$ cat src/rtl/hack_pkg.sv
// Shared word width, step count and state encoding for the sequential multiplier.
package hack_pkg;
  localparam int WORD_W    = 16;
  localparam int MUL_STEPS = 16;

  localparam logic [1:0] S_IDLE = 2'd0;
  localparam logic [1:0] S_RUN  = 2'd1;
  localparam logic [1:0] S_DONE = 2'd2;

  typedef enum logic [1:0] {
    ST_IDLE = S_IDLE,
    ST_RUN  = S_RUN,
    ST_DONE = S_DONE
  } mul_state_e;
endpackage

$ cat src/rtl/mult16_seq_if.sv
// Start/busy/done handshake plus operand and result buses of mult16_seq.
interface mult16_seq_if;
  import hack_pkg::*;

  logic              start;
  logic [WORD_W-1:0] a;
  logic [WORD_W-1:0] b;
  logic [WORD_W-1:0] out;
  logic              busy;
  logic              done;

  modport master (output start, a, b, input out, busy, done);
  modport slave  (input start, a, b, output out, busy, done);
endinterface

$ cat src/rtl/mult16_seq_add16.sv
// Add16: 16-bit ripple-carry adder; the carry out of bit 15 is never formed.
module Add16
  import hack_pkg::*;
(
  input  logic [WORD_W-1:0] a,
  input  logic [WORD_W-1:0] b,
  output logic [WORD_W-1:0] out
);
  logic [WORD_W-1:0] carry;

  assign carry[0] = 1'b0;

  generate
    for (genvar gi = 0; gi < WORD_W; gi++) begin : g_fa
      assign out[gi] = a[gi] ^ b[gi] ^ carry[gi];
      if (gi < WORD_W - 1) begin : g_carry
        assign carry[gi+1] = (a[gi] & b[gi]) | (carry[gi] & (a[gi] ^ b[gi]));
      end
    end
  endgenerate
endmodule

$ cat src/rtl/mult16_seq.sv
// Sequential shift-and-add multiplier returning the low 16 bits of a*b,
// one multiplier bit per clock through a single Add16.
module mult16_seq
  import hack_pkg::*;
#(
  parameter int WIDTH      = 16,
  parameter bit EARLY_EXIT = 1'b0
) (
  input  logic         clk,
  input  logic         reset,
  mult16_seq_if.slave  bus
);
  generate
    if (WIDTH != WORD_W) begin : g_width_check
      $error("mult16_seq: WIDTH must be 16 because the datapath is built on Add16");
    end
  endgenerate

  mul_state_e        state_q, state_d;
  logic [WORD_W-1:0] acc_q, acc_d;
  logic [WORD_W-1:0] mcand_q, mcand_d;
  logic [WORD_W-1:0] mplier_q, mplier_d;
  logic [3:0]        count_q, count_d;
  logic [WORD_W-1:0] out_q, out_d;
  logic              busy_q, busy_d;
  logic              done_q, done_d;
  logic [WORD_W-1:0] sum;
  logic              last_step;

  Add16 u_add16 (
    .a   (acc_q),
    .b   (mcand_q),
    .out (sum)
  );

  // Early exit looks at the multiplier after this step's shift.
  assign last_step = (count_q == 4'(MUL_STEPS - 1)) ||
                     (EARLY_EXIT && (mplier_q[WORD_W-1:1] == '0));

  always_comb begin
    state_d  = state_q;
    acc_d    = acc_q;
    mcand_d  = mcand_q;
    mplier_d = mplier_q;
    count_d  = count_q;
    out_d    = out_q;
    case (state_q)
      ST_IDLE, ST_DONE: begin
        if (bus.start) begin
          acc_d    = '0;
          mcand_d  = bus.a;
          mplier_d = bus.b;
          count_d  = '0;
          state_d  = ST_RUN;
        end else begin
          state_d  = ST_IDLE;
        end
      end
      ST_RUN: begin
        acc_d    = mplier_q[0] ? sum : acc_q;
        mcand_d  = {mcand_q[WORD_W-2:0], 1'b0};
        mplier_d = {1'b0, mplier_q[WORD_W-1:1]};
        count_d  = count_q + 4'd1;
        if (last_step) begin
          state_d = ST_DONE;
          out_d   = acc_d;
        end
      end
      default: state_d = ST_IDLE;
    endcase
    busy_d = (state_d == ST_RUN);
    done_d = (state_d == ST_DONE);
  end

  always_ff @(posedge clk) begin
    if (reset) begin
      state_q  <= ST_IDLE;
      acc_q    <= '0;
      mcand_q  <= '0;
      mplier_q <= '0;
      count_q  <= '0;
      out_q    <= '0;
      busy_q   <= 1'b0;
      done_q   <= 1'b0;
    end else begin
      state_q  <= state_d;
      acc_q    <= acc_d;
      mcand_q  <= mcand_d;
      mplier_q <= mplier_d;
      count_q  <= count_d;
      out_q    <= out_d;
      busy_q   <= busy_d;
      done_q   <= done_d;
    end
  end

  assign bus.out  = out_q;
  assign bus.busy = busy_q;
  assign bus.done = done_q;
endmodule
$ cat src/flat_wrapper.sv
// flat-port wrapper written by rule: the top's interface ports become plain ports
module mult16_seq_flat import hack_pkg::*;
#(
  parameter int WIDTH      = 16,
  parameter bit EARLY_EXIT = 1'b0
)
  (clk, reset, bus_start, bus_a, bus_b, bus_out, bus_busy, bus_done);
  mult16_seq_if bus_i ();
  input  logic clk;
  input  logic reset;
  input wire logic [$bits(bus_i.start)-1:0] bus_start;
  input wire logic [$bits(bus_i.a)-1:0] bus_a;
  input wire logic [$bits(bus_i.b)-1:0] bus_b;
  output wire logic [$bits(bus_i.out)-1:0] bus_out;
  output wire logic [$bits(bus_i.busy)-1:0] bus_busy;
  output wire logic [$bits(bus_i.done)-1:0] bus_done;
  assign bus_i.start = bus_start;
  assign bus_i.a = bus_a;
  assign bus_i.b = bus_b;
  assign bus_out = bus_i.out;
  assign bus_busy = bus_i.busy;
  assign bus_done = bus_i.done;
  mult16_seq #(.WIDTH(WIDTH), .EARLY_EXIT(EARLY_EXIT)) u_core (.clk(clk), .reset(reset), .bus(bus_i));
endmodule
$ cat config.mk
export PLATFORM = sky130hd
export DESIGN_NAME = mult16_seq_flat
export DESIGN_NICKNAME = d
export VERILOG_FILES = /design/src/rtl/hack_pkg.sv /design/src/rtl/mult16_seq_if.sv /design/src/rtl/mult16_seq_add16.sv /design/src/rtl/mult16_seq.sv /design/src/flat_wrapper.sv
export SDC_FILE = /design/constraint.sdc
export NUM_CORES = 1
export LEC_CHECK = 0
export BUFFER_PORTS_ARGS = -buffer_cell sky130_fd_sc_hd__buf_2
export CORE_ASPECT_RATIO = 1.4
export CORE_MARGIN = 3
export CORE_UTILIZATION = 56
export DETAILED_ROUTE_END_ITERATION = 8
export HOLD_SLACK_MARGIN = 0.08
export PLACE_DENSITY_LB_ADDON = 0.25
export SYNTH_ARGS = -nofsm -noshare
export SYNTH_HDL_FRONTEND = slang
export SYNTH_HIERARCHICAL = 1
export SYNTH_SLANG_ARGS = --single-unit
$ cat constraint.sdc
create_clock -name clk -period 6.9 [get_ports clk]
set_input_delay 0.345 -clock clk [delete_from_list [all_inputs] [get_ports clk]]
set_output_delay 0.345 -clock clk [all_outputs]
set_load 0.1 [all_outputs]
=== After elaboration in Yosys (flattened, before gate mapping) ===
Cells that the tools add are included.

* Multiplexer cells: 12
* Add/sub/neg operators: 1
* Bitwise gates (word level): 74
* Reductions and logical operators: 5
* Eq/ne operators: 6

{| class="wikitable"
|+ Operators with widths
! operator !! count
|-
| $pmux 16 s2 || 3
|-
| $mux 16 || 4
|-
| $xor 1x1->1 || 31
|-
| $and 1x1->1 || 29
|-
| $or 1x1->1 || 14
|-
| $pmux 4 s2 || 1
|-
| $add 4x1->4 const B || 1
|-
| $eq 2x1->1 const B || 2
|-
| $eq 2x2->1 const B || 2
|-
| $eq 4x4->1 const B || 1
|-
| $mux 4 || 1
|-
| $pmux 2 s2 || 1
|-
| $reduce_and 2->1 || 2
|-
| $logic_not 2->1 || 1
|-
| $mux 2 || 1
|-
| $ne 2x2->1 const B || 1
|-
| $reduce_bool 2->1 || 1
|-
| $reduce_or 2->1 || 1
|-
| $mux 1 || 1
|}

* Register bits: 72
* Word-level logic and storage cells: 106
* Output and inout port bits: 18
* Bits of input ports: 35

=== Longest topological paths before layout ===
Gate-level depths: netlist of run 1.

* Depth in word-level cells: 32
* Gate-level depth with buffers: 20
* Mapped depth without buffers: 20

=== Cells and area by module ===
Netlist of run 1, hierarchy kept.

{| class="wikitable"
|+ Modules (own cells, without submodules)
! module !! instances !! seq. area each (µm²) !! cells an instance !! area each (µm²)
|-
| mult16_seq || 1 || 1,441.4 || 307 || 2,900.3
|-
| Add16 || 1 || 0.0 || 21 || 335.3
|}

=== Worst setup path before layout of run 1 ===
OpenSTA, ideal clock, no wires.

* Path type: reg-to-reg
* From: reg u_core.acc_q[0]
* To: reg u_core.out_q[15] (netlist: u_core/bus.out[15])
* Arrival: 6.192 ns
* Cell stages (with the launch flop): 21
* Required time: 6.781 ns
* Slack: 0.589 ns
* Setup time: 0.119 ns
* Period minus slack after synthesis: 6.311 ns
* Path buffers: 0
* Cells stage by stage: dfxtp_1 -> ha_1 -> inv_1 -> fa_1 -> inv_1 -> fa_1 -> fa_1 -> fa_1 -> fa_1 -> fa_1 -> fa_1 -> fa_1 -> fa_1 -> fa_1 -> fa_1 -> fa_1 -> fa_1 -> fa_1 -> xor3_1 -> mux2i_1 -> o2bb2ai_1

* Cells in the longest elaborated chain, start to end: 31

{| class="wikitable"
|+ Ends and longest elaborated chain
! item !! line !! text
|-
| start: declaration || mult16_seq.sv:20 || <nowiki>logic [WORD_W-1:0] acc_q, acc_d;</nowiki>
|-
| start signal: assignment || mult16_seq.sv:78 || <nowiki>acc_q <= '0;</nowiki>
|-
| start signal: assignment || mult16_seq.sv:87 || <nowiki>acc_q <= acc_d;</nowiki>
|-
| $and 1x1->1 (2 in a row) || mult16_seq_add16.sv:17 || <nowiki>assign carry[gi+1] = (a[gi] & b[gi]) | (carry[gi] & (a[gi] ^ b[gi]));</nowiki>
|-
| $or 1x1->1 || mult16_seq_add16.sv:17 ||
|-
| $and 1x1->1 || mult16_seq_add16.sv:17 ||
|-
| $or 1x1->1 || mult16_seq_add16.sv:17 ||
|-
| $and 1x1->1 || mult16_seq_add16.sv:17 ||
|-
| $or 1x1->1 || mult16_seq_add16.sv:17 ||
|-
| $and 1x1->1 || mult16_seq_add16.sv:17 ||
|-
| $or 1x1->1 || mult16_seq_add16.sv:17 ||
|-
| [... 15 more ...] || -- ||
|-
| $or 1x1->1 || mult16_seq_add16.sv:17 ||
|-
| $and 1x1->1 || mult16_seq_add16.sv:17 ||
|-
| $or 1x1->1 || mult16_seq_add16.sv:17 ||
|-
| $and 1x1->1 || mult16_seq_add16.sv:17 ||
|-
| $or 1x1->1 || mult16_seq_add16.sv:17 ||
|-
| $xor 1x1->1 || mult16_seq_add16.sv:15 || <nowiki>assign out[gi] = a[gi] ^ b[gi] ^ carry[gi];</nowiki>
|-
| named net u_core.sum[15] || mult16_seq.sv:27 || <nowiki>logic [WORD_W-1:0] sum;</nowiki>
|-
| $mux 16 || mult16_seq.sv:60 || <nowiki>acc_d = mplier_q[0] ? sum : acc_q;</nowiki>
|-
| end signal: assignment || mult16_seq.sv:91 || <nowiki>out_q <= out_d;</nowiki>
|-
| end: declaration || mult16_seq.sv:24 || <nowiki>logic [WORD_W-1:0] out_q, out_d;</nowiki>
|}

The timed path passes the listed nets, and every way through them passes these cells.
A chain may end at the register's enable or synchronous reset.

=== Worst setup path in the final report of run 1 ===
Same ends and word-level chain as after synthesis.

==> reports/summary.txt, run 1 <==
Via count: 2574
Placed insts: 420
Clk Latency, worst-skew pair: 0.35 ns
CTS clock-pin slew for the worst setup and hold paths: 0.07 ns
# H-tree levels: 3
EDFF count, synth: 0
Worst path buffer plus inverter count: 2
CP Data Required Time: 7.13 ns
Post-synth top flop: dfxtp_1
Die height: 95.9 µm
CTS tree: built
Average wire per cell in the routed design: 16.2 µm
Hold WS: 0.238 ns
First-pass DRT Iterations: 4
Most used cell, CP: fa_1
Vias in the first global route: 2425
Root Buffer: clkbuf_8
Post-synth ARST share: 0%
Crit path largest cell delay: 0.41 ns
Status: finished, final reports clean
Mux contribution to synthesized area: 5.30%
Mapped Cells: 328
Worst path slowest cell: fa_1
Inserted Clock Buffers: 9
Final setup TNS: 0 ns
Peak supply drop: 0.000197 V
Post_cts resized: 0
Utilization after layout: 65.4%
Post-DP HPWL: 4490 µm
Pwr/cell area: 239 mW/mm²
Core Rows: 32
Finished Layout Cells: 436
Crit end category: register
Largest buffer count on any clock path: 2
Slew margin rel.: 25.1%
Delay-heaviest family, CP: adder cells
Post-route setup slack: 0.357 ns
Tcrit/Tclk final: 94.8%
Via-to-Cell Ratio: 5.90
Placer Congestion: 0.804
Ys Warns: 6
CTS sink count: 72
Crit path kind: register to register
Slew Limit Fails: 0
Leakage: 1.45 nW
Synthesized area per cell: 9.86 µm²
Sequential area share after synthesis: 44.5%
Synth Area in XOR/XNOR: 0.735%
Final setup viols: 0
Hold Vio Cnt, Final: 0
Max-cap violations: 0
DRT iter0 DRCs: 191
DRC viols: 0
Layout area overhead: 12.4%
Largest family of logic cells by synthesized area: compound AO/OA/AOI/OAI gates
RSZ-0062 raised after global routing: false
Hold Buf Count CTS: 0
DIE WIDTH: 70.2 µm
CP cell instances: ha_1, inv_1, fa_1, inv_1, fa_1, fa_1, fa_1, fa_1, fa_1, fa_1, fa_1, fa_1, fa_1, fa_1, fa_1, fa_1, fa_1, xor3_1, mux2i_1, o2bb2ai_1
Fill cell total of the finished layout: 458
Starting density of the core: 58.1%
Largest net degree at the start of global routing: 56
Startpoint types: register
Post-synthesis instance area: 0.00324 mm²
Die ar.: 0.00674 mm²
Period minus WS final: 6.54 ns
F_max: 153 MHz
NumNets Final: 414
Simple-gate share of the synthesized area: 13.7%
Setup bufs post-CTS: 0
Worst Hold Class: primary input to register
Initial antenna violation count: 0
IO buf count: 52
Adder-cell share of the synthesized area: 9.44%
Post-synthesis compound-gate area fraction: 20.1%
Area of the core: 0.00557 mm²
Worst-margin pin slew: 1.12 ns
Tot GR Track Use: 21.7%
Io pins: 53
Number of distinct library cells after synthesis: 28
First-pass GRT wire length: 11500 µm
Setup Skew: 0.00869 ns
WL final: 7080 µm
Post-place setup slack: 0.287 ns
Gr ovfl total: 0
Worst Path Max Fanout: 3
Post-synthesis register bit count: 72
N_diodes: 0
Detail Route Antenna Nets: 0
Critical path arrival: 6.77 ns
Share of cells above drive strength 1: 20.7%
Synth Net Count: 379
## stage by stage
step	instance area, µm²	power [mW]
finish	3640	0.870
CTS	3640	0.874
global placement	3440	0.540
global route	3640	0.901
floorplan	3240	0.519
detailed placement	3440	0.543
## power by group
group	switching (mW)	total, mW	internal, mW
sequential	0.0164	0.447	0.431
clock	0.151	0.337	0.186
combinational	0.0525	0.0858	0.0332
## metal layers
metal / global-route usage, % / share of wire (%) / wire length [µm] / vias to the layer above
met1: 28.6 / 43 / 3030 / 1223
met4: 13.7 / 3.3 / 237 / 0
li1: - / - / - / 1256
met3: 3.03 / 5.0 / 353 / 20
met5: 0 / 0 / 0 / -
met2: 33.7 / 49 / 3460 / 75
## cells in the mapped netlist (2+ instances only)
master	count	share of area, %
fa_1	14	8.7
nand3_1	51	7.9
nand2_1	20	2.3
clkbuf_1	6	0.70
buf_6	2	0.70
mux2i_1	16	4.9
o2bb2ai_1	16	4.3
nand2b_1	4	0.77
buf_2	17	2.6
nor2b_1	2	0.39
buf_4	5	1.2
a22oi_1	30	7.0
ha_1	2	0.77
a21oi_1	51	7.9
dfxtp_1	72	45
inv_1	7	0.81
and2_1	2	0.39
## sequential cells by signal, summed over array words and instances (netlist names)
register / flops
u_core/mplier_q: 16
u_core/bus.done: 1
u_core/bus.out: 16
u_core/count_q: 4
u_core/bus.busy: 1
u_core/mcand_q: 16
u_core/acc_q: 16
u_core/state_q: 2
## layout make-up
type                    instances  area, µm²  area share [%]
multi-input cells             218       1600            44.1
repair buffers                 55        283            7.77
clock inverters                 3       40.0            1.10
clock buffers                  13        159            4.37
inverters                       7       26.3           0.722
flip-flops and latches         72       1440            39.6
well taps                      68       85.1            2.34
## worst paths after layout
kind	start	to	slack, ns	cells past startpoint
max	u_core/acc_q[0]	u_core/bus.out[15]	0.36	20
max reg2reg	u_core/acc_q[0]	u_core/bus.out[15]	0.36	20
min reg2reg	u_core/bus.out[4]	u_core/bus.out[4]	0.46	1
min	bus_b[15]	u_core/mplier_q[15]	0.24	3
## worst min-delay path: cells and delay by family
kind            cells  cell delay (ns)
compound gates      1             0.05
buf+inv             1             0.09
simple gates        1             0.05
## layout by cell type (no fill, tap or decap), types with 3 or more instances in the layout
| master | Yosys | routed |
|---|---|---|
| buf_2 | 17 | 52 |
| clkbuf_8 | 0 | 11 |
| buf_4 | 5 | 3 |
| fa_1 | 14 | 14 |
| o2bb2ai_1 | 16 | 16 |
| mux2i_1 | 16 | 16 |
| nand2b_1 | 4 | 3 |
| inv_1 | 7 | 7 |
| nand2_1 | 20 | 20 |
| dfxtp_1 | 72 | 72 |
| a22oi_1 | 30 | 30 |
| a21oi_1 | 51 | 51 |
| nand3_1 | 51 | 51 |
## cell families (layout without fill, tap and decap cells)
kind of cell,count (synthesis),count (layout)
and+or+nand+nor,85,85
AOI/OAI and AO/OA,99,99
muxes,17,17
adders and majority gates,16,16
DFF,72,72
buffers and inverters,38,78
xor gates and xnor gates,1,1
No activity file was read; power rests on OpenSTA's default activity.
==> inputs of run 2 (changes only) <==
--- a/config.mk
+++ b/config.mk
@@ -7,7 +7,6 @@
 export LEC_CHECK = 0
 export BUFFER_PORTS_ARGS = -buffer_cell sky130_fd_sc_hd__buf_2
 export CORE_ASPECT_RATIO = 1.4
-export CORE_MARGIN = 3
 export CORE_UTILIZATION = 56
 export DETAILED_ROUTE_END_ITERATION = 8
 export HOLD_SLACK_MARGIN = 0.08
==> constraint.sdc (replaced) <==
create_clock -name clk -period 7.4 [get_ports clk]
set_input_delay 0.37 -clock clk [delete_from_list [all_inputs] [get_ports clk]]
set_output_delay 0.37 -clock clk [all_outputs]
set_load 0.1 [all_outputs]
==> run 2 against run 1 <==
Utilization is 0.25 points lower; maximum frequency fell by 3.2%; register-to-register slack gained 0.29 ns.
==> reports/summary.txt, run 2 (synthesized netlist as in run 1, its figures left out) <==
Status: finished, final reports clean
Setup bufs post-CTS: 0
Peak supply drop: 0.000152 V
IO buf count: 52
Setup Skew: 0.00765 ns
Commonest cells after routing, fill and taps aside: 72 x dfxtp_1, 52 x buf_2, 51 x nand3_1, 51 x a21oi_1, 30 x a22oi_1
Via-to-Cell Ratio: 5.94
Average wire per cell in the routed design: 15.5 µm
Final setup viols: 0
DRT iter0 DRCs: 144
Fill cell total of the finished layout: 488
Placed insts: 421
DIE WIDTH: 66.2 µm
DRC viols: 0
Startpoint types: register
Largest net degree at the start of global routing: 56
First-pass GRT wire length: 11400 µm
Final setup TNS: 0 ns
Crit end category: register
Hold_sp: bus_b[15]
Detail Route Antenna Nets: 0
Tot GR Track Use: 24.5%
Hold Buf Count CTS: 0
Worst path buffer plus inverter count: 2
Pwr/cell area: 210 mW/mm²
Vias in the first global route: 2385
Die height: 91.9 µm
Slew margin rel.: 28.1%
Period minus WS final: 6.76 ns
Initial antenna violation count: 0
Worst-margin pin slew: 1.08 ns
Layout area overhead: 11.2%
Hold Vio Cnt, Final: 0
Worst Path Max Fanout: 3
Starting density of the core: 58.6%
Crit path kind: register to register
Inserted Clock Buffers: 9
Area of the multi-input gates: 0.00160 mm²
Worst Hold Class: primary input to register
Core Rows: 32
Tcrit/Tclk final: 91.3%
CP Data Required Time: 7.62 ns
CTS sink count: 72
Largest buffer count on any clock path: 2
Clk Latency, worst-skew pair: 0.34 ns
Root Buffer: clkbuf_8
# H-tree levels: 3
Worst path slowest cell: fa_1
Gr ovfl total: 0
Share of cells above drive strength 1: 19.9%
WL final: 6760 µm
Post-DP HPWL: 4390 µm
Critical path origin: u_core/acc_q[0]
NumNets Final: 415
Worst r2r src: u_core/acc_q[0]
Finished Layout Cells: 435
F_max: 148 MHz
Delay-heaviest family, CP: adder cells
Io pins: 53
Slew Limit Fails: 0
CTS tree: built
First-pass DRT Iterations: 4
Critical path arrival: 6.98 ns
FF/Latch Area: 0.00144 mm²
Die ar.: 0.00609 mm²
CTS clock-pin slew for the worst setup and hold paths: 0.07 ns
RSZ-0062 raised after global routing: false
N_diodes: 0
Most used cell, CP: fa_1
Crit path largest cell delay: 0.41 ns
Via count: 2584
Post_cts resized: 0
Commonest non-fill, non-tap cell in the layout: dfxtp_1
Leakage: 1.43 nW
Max-cap violations: 0
Area of the core: 0.00553 mm²
Placer Congestion: 0.806
CP cell instances: ha_1, inv_1, fa_1, inv_1, fa_1, fa_1, fa_1, fa_1, fa_1, fa_1, fa_1, fa_1, fa_1, fa_1, fa_1, fa_1, fa_1, xor3_1, mux2i_1, o2bb2ai_1
run 2: worst paths after layout:
check	to	slack (ns)	cells past startpoint
setup reg to reg	u_core/bus.out[15]	0.64	20
hold reg to reg	u_core/bus.out[11]	0.45	1
hold / removal	u_core/mplier_q[15]	0.27	3
setup / recovery	u_core/bus.out[15]	0.64	20
run 2: where the power goes:
group,switching [mW],leakage (nW),internal (mW)
Sequential,0.0150,0.586,0.402
Clock,0.131,0.0794,0.127
Combinational,0.0485,0.769,0.0312
run 2: worst min-delay path, delay by kind of cell:
family	cells	cell delay, ns
AND/OR/NAND/NOR	1	0.05
AO/OA/AOI/OAI	1	0.05
buffers and inverters	1	0.10
run 2: layer usage:
metal	GRT usage, %	up-vias	part of all wire [%]
met5	0	-	0
met4	9.40	0	1.6
met3	4.35	8	2.8
met2	38.4	59	49
met1	33.2	1269	46
li1	-	1248	-
run 2: through the flow:
| step | hold WS (ns) | instance area [µm²] | util, % | setup slack [ns] | power (mW) |
|---|---|---|---|---|---|
| after global placement | 0.440 | 3440 | 62.3 | 0.879 | 0.503 |
| after global routing | 0.284 | 3600 | 65.1 | 0.434 | 0.791 |
| after CTS | 0.262 | 3600 | 65.1 | 0.673 | 0.759 |
| after detailed placement | 0.441 | 3440 | 62.3 | 0.715 | 0.506 |
| after floorplan | 0.448 | 3240 | - | 1.09 | 0.484 |
| final | 0.273 | 3600 | 65.1 | 0.643 | 0.755 |
run 2: cell type report:
type	count	share of cell area, %
clock buffer	13	4.14
clock inverter	1	0.139
inverter	7	0.730
multi-input combinational	218	44.5
sequential	72	40.1
tap	68	2.37
timing repair buffer	56	8.07
==> inputs of run 3 (changes only) <==
==> constraint.sdc (replaced) <==
create_clock -name clk -period 7.4 [get_ports clk]
set_input_delay 0.74 -clock clk [delete_from_list [all_inputs] [get_ports clk]]
set_output_delay 0.74 -clock clk [all_outputs]
set_load 0.1 [all_outputs]
==> run 3 against run 2 <==
Via count about the same; worst hold slack better by 0.18 ns; first-iteration DRC count up 24%; maximum frequency up 0.89%; total power up 3.8%; non-clock buffer count unchanged; highest routed layer unchanged; clock power up 11%; setup slack better by 0.060 ns; critical path type unchanged; clock skew up 0.00090 ns; combinational power down 0.9%; sequential share of layout area down 0.33 points; sequential power about the same.
==> reports/summary.txt, run 3 (synthesized netlist as in run 1, its figures left out) <==
DRT met1 WL: 2980 µm
Peak supply drop: 0.000137 V
Placer Congestion: 0.803
Root Buffer: clkbuf_8
CTS sink count: 72
N_diodes: 0
Hold path depth: 1
Largest buffer count on any clock path: 2
Met2 routed WL: 3330 µm
IO buf count: 52
CTS tree: built
Slew margin rel.: 26.5%
Post-DP HPWL: 4320 µm
Worst Hold Class: register to register
Average wire per cell in the routed design: 15.4 µm
Reg2reg end: u_core/bus.out[15]
Leakage: 1.45 nW
RSZ-0062 raised after global routing: false
Crit end category: register
Hold Buf Count CTS: 0
Tcrit/Tclk final: 90.5%
NumNets Final: 415
Worst r2r src: u_core/acc_q[0]
R2r setup slk: 0.70 ns
Final Cell Area: 0.00363 mm²
Clk Latency, worst-skew pair: 0.34 ns
Largest net degree at the start of global routing: 56
Via-to-Cell Ratio: 5.92
Hold_sp: u_core/bus.out[8]
# H-tree levels: 3
First-pass GRT wire length: 11300 µm
Pwr/cell area: 216 mW/mm²
Detail Route Antenna Nets: 0
CP Data Required Time: 7.62 ns
Tot GR Track Use: 24.4%
Vias in the first global route: 2435
Period minus WS final: 6.70 ns
Hold WS: 0.456 ns
DIE WIDTH: 66.2 µm
Starting density of the core: 58.6%
Area after DPL: 0.00344 mm²
Highest Signal Layer: met4
Share of cells above drive strength 1: 20.9%
First-pass DRT Iterations: 4
Critical path arrival: 6.92 ns
Slew Limit Fails: 0
Max-cap violations: 0
Hold Vio Cnt, Final: 0
Die ar.: 0.00609 mm²
Initial antenna violation count: 0
R2R depth: 20
Layout area overhead: 12.1%
Status: finished, final reports clean
Setup Skew: 0.00855 ns
DRC viols: 0
Worst Path Max Fanout: 3
Met3 wire length: 291 µm
Final setup viols: 0
DRT iter0 DRCs: 179
Via count: 2586
Commonest non-fill, non-tap cell in the layout: dfxtp_1
Startpoint types: register
Commonest cells after routing, fill and taps aside: 72 x dfxtp_1, 52 x buf_2, 51 x nand3_1, 51 x a21oi_1, 30 x a22oi_1
Gr ovfl total: 0
Worst-margin pin slew: 1.10 ns
Core Rows: 32
Hold EP: u_core/bus.out[8]
Die height: 91.9 µm
Setup bufs post-CTS: 0
Inserted Clock Buffers: 9
WL final: 6720 µm
Post_cts resized: 0
Crit path kind: register to register
CTS clock-pin slew for the worst setup and hold paths: 0.07 ns
Utilization after layout: 65.6%
Area of the core: 0.00553 mm²
Io pins: 53
Final setup TNS: 0 ns
F_max: 149 MHz
==> run 3: changes by cell type in the layout (fill, tap and decap cells not counted), sizes merged <==
cell,before,now
clkinv,1,3
==> run 3: critical path, cell delays in order, from the launching register on <==
cell and delay, ns:
dfxtp_1 0.33, ha_1 0.20, inv_1 0.07, fa_1 0.16, inv_1 0.05, fa_1 0.39
fa_1 0.41, fa_1 0.39, fa_1 0.40, fa_1 0.41, fa_1 0.40, fa_1 0.41
fa_1 0.41, fa_1 0.41, fa_1 0.39, fa_1 0.39, fa_1 0.39, fa_1 0.37
xor3_1 0.39, mux2i_1 0.14, o2bb2ai_1 0.08
==> run 3: metrics by stage <==
step / power, mW / setup WS [ns] / cells
after floorplan: 0.484 / 1.09 / 328
after detailed placement: 0.505 / 0.741 / 421
after global placement: 0.504 / 0.878 / 421
final: 0.783 / 0.702 / 437
after CTS: 0.789 / 0.742 / 437
after global routing: 0.819 / 0.504 / 437
==> run 3: area by class of cell <==
type                       instances  area, µm²
fill                             475       1900
multi-input combinational        218       1600
sequential                        72       1440
timing repair buffer              56        290
clock buffer                      13        169
tap                               68       85.1
inverter                           7       26.3
clock inverter                     3       15.0
==> run 3: how the worst max path moves through the flow <==
stage | start | to | slack (ns)
6_report | u_core/acc_q[0] | u_core/bus.out[15] | 0.70
5_1_grt | u_core/acc_q[0] | u_core/bus.out[15] | 0.50
4_1_cts | u_core/acc_q[0] | u_core/bus.out[15] | 0.74
3_5_place_dp | u_core/acc_q[0] | u_core/bus.out[15] | 0.74
3_3_place_gp | u_core/acc_q[0] | u_core/bus.out[15] | 0.88
2_1_floorplan | u_core/acc_q[0] | u_core/bus.out[15] | 1.09
==> run 3: layer usage <==
metal  GRT usage (%)  vias to the layer above
met1            32.8                     1246
met2            38.5                       73
met4            8.16                        0
li1                -                     1257
met5               0                        -
met3            5.22                       10
==> run 3: power breakdown <==
part,total (mW),switching [mW],internal (mW)
Combinational,0.0790,0.0479,0.0311
Clock,0.287,0.139,0.148
Sequential,0.417,0.0152,0.402
Total,0.783,0.203,0.581
